===== src/rtl/easy_axis_traffic_gen.sv =====
// AXI4-Stream traffic source: bursts of counter or PRBS words with a programmable
// burst length, burst count and inter-burst gap, fully honouring tready back-pressure.
module easy_axis_traffic_gen #(
  parameter int DWIDTH = 32,
  parameter int LEN_W  = 16
) (
  input  logic              clk,
  input  logic              rst_n,
  input  logic              start,
  input  logic              mode,
  input  logic [31:0]       seed,
  input  logic [LEN_W-1:0]  burst_len,
  input  logic [LEN_W-1:0]  burst_num,
  input  logic [LEN_W-1:0]  gap_len,
  output logic [DWIDTH-1:0] m_axis_tdata,
  output logic              m_axis_tvalid,
  output logic              m_axis_tlast,
  input  logic              m_axis_tready,
  output logic              busy,
  output logic              done,
  output logic [31:0]       words_sent
);

  typedef enum logic [1:0] {
    S_IDLE = 2'd0,
    S_SEND = 2'd1,
    S_GAP  = 2'd2,
    S_DONE = 2'd3
  } state_t;

  // Copies the 32-bit pattern word across the bus; upper copies are cut off at DWIDTH.
  function automatic logic [DWIDTH-1:0] f_rep(input logic [31:0] v);
    logic [DWIDTH-1:0] o;
    o = '0;
    for (int i = 0; i < DWIDTH; i++) begin
      o[i] = v[i % 32];
    end
    return o;
  endfunction

  // Next pattern word: +1 counter, or Galois LFSR x^32+x^22+x^2+x+1 shifting right.
  function automatic logic [31:0] f_step(input logic m, input logic [31:0] v);
    logic [31:0] o;
    if (!m) begin
      o = v + 32'd1;
    end else if (v[0]) begin
      o = (v >> 1) ^ 32'h8020_0003;
    end else begin
      o = v >> 1;
    end
    return o;
  endfunction

  state_t            r_state;
  logic              r_mode;
  logic [LEN_W-1:0]  r_burst_len;
  logic [LEN_W-1:0]  r_burst_num;
  logic [LEN_W-1:0]  r_gap_len;
  logic [LEN_W-1:0]  r_beat_cnt;
  logic [LEN_W-1:0]  r_burst_cnt;
  logic [LEN_W-1:0]  r_gap_cnt;
  logic [31:0]       r_val;
  logic [DWIDTH-1:0] r_tdata;
  logic              r_tvalid;
  logic              r_tlast;
  logic              r_busy;
  logic              r_done;
  logic [31:0]       r_words;

  logic              w_accept;
  logic [31:0]       w_next_val;
  logic [31:0]       w_seed_val;
  logic              w_last_burst;
  logic [LEN_W-1:0]  w_beat_inc;

  assign w_accept     = r_tvalid & m_axis_tready;
  assign w_next_val   = f_step(r_mode, r_val);
  // An all-zero LFSR would lock up, so a zero PRBS seed is promoted to 1.
  assign w_seed_val   = (mode && (seed == 32'd0)) ? 32'd1 : seed;
  assign w_last_burst = (r_burst_cnt == (r_burst_num - {{(LEN_W-1){1'b0}}, 1'b1}));
  assign w_beat_inc   = r_beat_cnt + {{(LEN_W-1){1'b0}}, 1'b1};

  // Run-control FSM; every output is a register updated here.
  always_ff @(posedge clk) begin
    if (!rst_n) begin
      r_state     <= S_IDLE;
      r_mode      <= 1'b0;
      r_burst_len <= '0;
      r_burst_num <= '0;
      r_gap_len   <= '0;
      r_beat_cnt  <= '0;
      r_burst_cnt <= '0;
      r_gap_cnt   <= '0;
      r_val       <= 32'd0;
      r_tdata     <= '0;
      r_tvalid    <= 1'b0;
      r_tlast     <= 1'b0;
      r_busy      <= 1'b0;
      r_done      <= 1'b0;
      r_words     <= 32'd0;
    end else begin
      r_done <= 1'b0;
      case (r_state)
        S_IDLE: begin
          if (start) begin
            r_mode      <= mode;
            r_burst_len <= burst_len;
            r_burst_num <= burst_num;
            r_gap_len   <= gap_len;
            r_beat_cnt  <= '0;
            r_burst_cnt <= '0;
            r_val       <= w_seed_val;
            r_tdata     <= f_rep(w_seed_val);
            r_words     <= 32'd0;
            r_busy      <= 1'b1;
            if ((burst_len == '0) || (burst_num == '0)) begin
              r_tlast <= 1'b0;
              r_state <= S_DONE;
            end else begin
              r_tlast  <= (burst_len == {{(LEN_W-1){1'b0}}, 1'b1});
              r_tvalid <= 1'b1;
              r_state  <= S_SEND;
            end
          end else begin
            r_state <= S_IDLE;
          end
        end
        S_SEND: begin
          if (w_accept) begin
            r_words <= r_words + 32'd1;
            r_val   <= w_next_val;
            r_tdata <= f_rep(w_next_val);
            if (r_tlast) begin
              r_beat_cnt  <= '0;
              r_burst_cnt <= r_burst_cnt + {{(LEN_W-1){1'b0}}, 1'b1};
              if (w_last_burst) begin
                r_tvalid <= 1'b0;
                r_tlast  <= 1'b0;
                r_state  <= S_DONE;
              end else if (r_gap_len == '0) begin
                r_tlast <= (r_burst_len == {{(LEN_W-1){1'b0}}, 1'b1});
                r_state <= S_SEND;
              end else begin
                r_tlast   <= (r_burst_len == {{(LEN_W-1){1'b0}}, 1'b1});
                r_tvalid  <= 1'b0;
                r_gap_cnt <= r_gap_len;
                r_state   <= S_GAP;
              end
            end else begin
              r_beat_cnt <= w_beat_inc;
              r_tlast    <= (w_beat_inc == (r_burst_len - {{(LEN_W-1){1'b0}}, 1'b1}));
            end
          end else begin
            r_state <= S_SEND;
          end
        end
        S_GAP: begin
          if (r_gap_cnt == {{(LEN_W-1){1'b0}}, 1'b1}) begin
            r_tvalid <= 1'b1;
            r_state  <= S_SEND;
          end else begin
            r_gap_cnt <= r_gap_cnt - {{(LEN_W-1){1'b0}}, 1'b1};
          end
        end
        S_DONE: begin
          r_done  <= 1'b1;
          r_busy  <= 1'b0;
          r_state <= S_IDLE;
        end
        default: begin
          r_state <= S_IDLE;
        end
      endcase
    end
  end

  assign m_axis_tdata  = r_tdata;
  assign m_axis_tvalid = r_tvalid;
  assign m_axis_tlast  = r_tlast;
  assign busy          = r_busy;
  assign done          = r_done;
  assign words_sent    = r_words;

endmodule


===== config.mk =====
export PLATFORM = sky130hd
export DESIGN_NAME = easy_axis_traffic_gen
export DESIGN_NICKNAME = d
export VERILOG_FILES = /design/src/rtl/easy_axis_traffic_gen.sv
export SDC_FILE = /design/constraint.sdc
export NUM_CORES = 1
export LEC_CHECK = 0
export CAP_MARGIN = 20
export CORE_MARGIN = 2
export CORE_UTILIZATION = 55
export CTS_BUF_LIST = sky130_fd_sc_hd__clkbuf_2 sky130_fd_sc_hd__clkbuf_4 sky130_fd_sc_hd__clkbuf_8
export DETAILED_ROUTE_END_ITERATION = 10
export PLACE_DENSITY = 0.86
export SYNTH_ARGS = -nofsm -noshare
export SYNTH_HDL_FRONTEND = slang
export SYNTH_SLANG_ARGS = --single-unit

===== constraint.sdc =====
create_clock -name clk -period 3.97 [get_ports clk]
set_input_delay 1.191 -clock clk [delete_from_list [all_inputs] [get_ports clk]]
set_output_delay 1.191 -clock clk [all_outputs]
set_load 0.005 [all_outputs]

==> impl_metrics.yaml <==
clock_network:
  cts_setup_buffers: 0
  path_clk_slew_ns: 0.08
  cts_buffers: 17
  root_buffer: "clkbuf_8"
  ctsResizeCount: 0
  cts_num_sinks: 167
  htreeDepth: 4
  insertion_delay_ns: 0.47
  postCtsHoldBufs: 0
  max-clock-path-buffers: 2
  tritoncts: "done"
synth:
  synth_flop_cell: "dfxtp_1"
  synth_top_area_share_pct: 35.8
  yosysTopAreaCell: "dfxtp_1"
  synthArstFlopShare_pct: 0
  synth_fp_nets: 1337
  synth_seq_cells: 167
  avgSynthCellArea_um2: 7.51
  yosys_warnings: 0
  synth_area_um2: 9340
  synth.yosys.seq_area_share_pct: 35.8
  synth_area_leaders: "dfxtp_1 36%, nand2_1 8.2%, a21oi_1 7.2%"
  syn_inst: 1243
  yosysUniqueCellTypes: 62
  synth_edf_count: 0
job:
  max-cap-violations: 0
detailed_routing:
  drc: 0
  vias: 9375
  wl_um: 25300
  wire_per_inst_um: 15.8
  ant_nets: 0
  avgViaCountPerCell: 5.88
  drtIter0Drc: 785
  drt_first_pass_iters: 5
sta:
  finalSetupViolCount: 0
  tightest_slew_ns: 1.08
  layout_worst_path_cycle_share_pct: 88.1
  drv_slew: 0
  period_minus_slack_ns: 3.50
  fmax_ghz: 0.286
  skew_ns: 0.0187
  slew_headroom_pct: 27.8
  hold_violations: 0
  fin_setup_tns_ns: 0
  rsz0062_at_grt: "no"
place:
  hpwlAfterDp_um: 18100
  gp_congestion: 0.932
  port_buffers: 152
floorplanning:
  fp.coreArea_um2: 16600
  io_pins: 153
  dieArea_um2: 18000
  die_w_um: 134
  die_h_um: 134
  initial_core_util_pct: 56.3
  row_count: 47
hold_path:
  hold_start: "r_burst_num[15]$_SDFFE_PN0P_"
  whs_endpoint: "r_burst_num[15]$_SDFFE_PN0P_"
  worstHoldPathCells: 2
  hp-class: "reg2reg"
worst_setup_path:
  cp_slowest_cell: "or4_4"
  regToRegEndpoint: "r_gap_cnt[5]$_SDFFE_PN0P_"
  crit_chain: "or4_4 > or4b_1 > a2111o_1 > a222oi_1 > a41oi_2 > a21oi_4 > buf_4 > or2_2 > a21oi_1"
  critPathRequiredTime_ns: 4.32
  startpoint_type: "flop"
  rr_worst_depth: 9
  end_kind: "flop"
  crit-reg2reg-launch: "r_burst_num[6]$_SDFFE_PN0P_"
  ff2ff_setup_slack_ns: 0.47
  cp_slowest_stage_delay_ns: 0.57
  path_class: "reg2reg"
  worstPathMaxFanout: 30
  worstPathArrival_ns: 3.85
layout:
  fin_util_pct: 69.6
  area_delta_synth_final_pct: 23.7
  antenna_cells: 0
  drive_gt1_share_pct: 5.16
  fin_nets: 1456
power:
  swShare_pct: 29.7
  p_leak_nw: 3.95
  power_density_nw_per_um2: 387
  pwr-share-clk_pct: 33.4
  ir_drop_v: 0.000240
  sequentialPowerShare_pct: 43.5
  intPower_w: 0.00315
  combPwrFrac_pct: 23.1
  p_switching_w: 0.00133
run_status:
  status: "completed"
global_route:
  grt_remaining_overflow: 0
  grt_max_degree: 65
  antenna_found_initial: 0
  grt_pass1_vias: 8596
  grt_usage_pct: 27.9
  grt_pass1_wl_um: 41200
## metrics by stage
| step | power [W] | instance area [um^2] | instances | setup slack [ns] | hold slack, ns |
|---|---|---|---|---|---|
| 2_1_floorplan | 0.00261 | 9340 | 1243 | 0.563 | 0.449 |
| 3_3_place_gp | 0.00297 | 11000 | 1563 | 0.129 | 0.459 |
| 3_5_place_dp | 0.00300 | 11000 | 1563 | 0.112 | 0.464 |
| 4_1_cts | 0.00448 | 11500 | 1595 | 0.467 | 0.475 |
| 5_1_grt | 0.00466 | 11500 | 1595 | 0.298 | 0.498 |
| 6_report | 0.00447 | 11500 | 1595 | 0.473 | 0.475 |
## layer usage
layer	GRT usage, %	routed length (um)	vias to the layer above
met5	0	0	-
met4	11.0	698	0
met3	4.95	1530	53
met2	47.4	12300	346
met1	35.2	10700	4373
li1	-	-	4603
## cells in the final DEF, fill, tap and decap left out, types with 15 or more instances in the layout
cell type and instances:
nor4_1 32, mux2i_1 18, buf_4 17, inv_1 19
and3_1 15, nor3_1 38, clkbuf_8 24, dfxtp_1 166
clkdlybuf4s50_1 152, xor2_1 50, o21ai_0 64, nand2_1 204
or3_1 19, o211ai_1 16, a21oi_1 134, nand3_1 47
nand4_1 20, xnor2_1 71, nor2_1 131
## critical path: cells and delay by family, from the launching register on
family,cells,cell delay (ns)
AND/OR/NAND/NOR,3,1.21
AO/OA/AOI/OAI,5,1.48
flip-flops,1,0.38
buffers and inverters,1,0.31
## logic make-up after synthesis
logic type,share of synthesized area [%]
AND/OR/NAND/NOR,27.8
buffers and inverters,3.97
XOR/XNOR,11.6
AO/OA/AOI/OAI,17.7
adder cells (fa/ha/maj),1.21
flip-flops,35.8
multiplexers,1.93
## power by group through the flow
stage / registers, W / logic [W] / clock network, W
after floorplan: 0.00192 / 0.000689 / 0
after global placement: 0.00197 / 0.00100 / 0
after detailed placement: 0.00198 / 0.00102 / 0
after CTS: 0.00194 / 0.00103 / 0.00151
after global routing: 0.00196 / 0.00113 / 0.00157
final: 0.00194 / 0.00103 / 0.00149
## worst max path at each step
| stage | from | end | cells after the start |
|---|---|---|---|
| 3_3_place_gp | m_axis_tready | words_sent[28]$_SDFFE_PN0P_ | 10 |
| 2_1_floorplan | m_axis_tready | words_sent[28]$_SDFFE_PN0P_ | 8 |
| 5_1_grt | m_axis_tready | words_sent[29]$_SDFFE_PN0P_ | 9 |
| 3_5_place_dp | m_axis_tready | words_sent[28]$_SDFFE_PN0P_ | 10 |
| 4_1_cts | r_burst_num[6]$_SDFFE_PN0P_ | r_gap_cnt[5]$_SDFFE_PN0P_ | 9 |
| 6_report | r_burst_num[6]$_SDFFE_PN0P_ | r_gap_cnt[5]$_SDFFE_PN0P_ | 9 |
## cells in the mapped netlist (3+ instances only)
library cell and count:
nand2_1 204, dfxtp_1 167, a21oi_1 135, nor2_1 132, xnor2_1 71, clkbuf_1 64, o21ai_0 64, xor2_1 50
nand3_1 47, nor3_1 38, nor4_1 32, nand4_1 20, inv_1 19, or3_1 19, mux2i_1 18, o211ai_1 16
and3_1 15, a211oi_1 14, and4_1 11, o31ai_1 11, ha_1 9, nand2b_1 9, a31oi_1 6, a311oi_1 5
or2_2 5, or4_1 5, a221oi_1 4, and2_1 4, a21o_1 3, buf_1 3, buf_6 3, nand4b_1 3
o32ai_1 3
## registers in the layout, summed over array words and instances, names as in the netlist, 2 cells and up
name          count
r_beat_cnt       16
r_gap_len        16
r_burst_num      16
r_burst_cnt      16
m_axis_tdata     32
r_burst_len      16
r_gap_cnt        16
words_sent       32
r_state           2
## cell type report
class / count / area (um^2)
clock buffers: 26 / 345
fillers: 1356 / 5030
flip-flops and latches: 167 / 3340
clock inverters: 6 / 158
repair buffers: 172 / 1710
well taps: 220 / 275
multi-input cells: 984 / 5640
inverters: 20 / 75.1
Power figures use the tool's default switching activity.
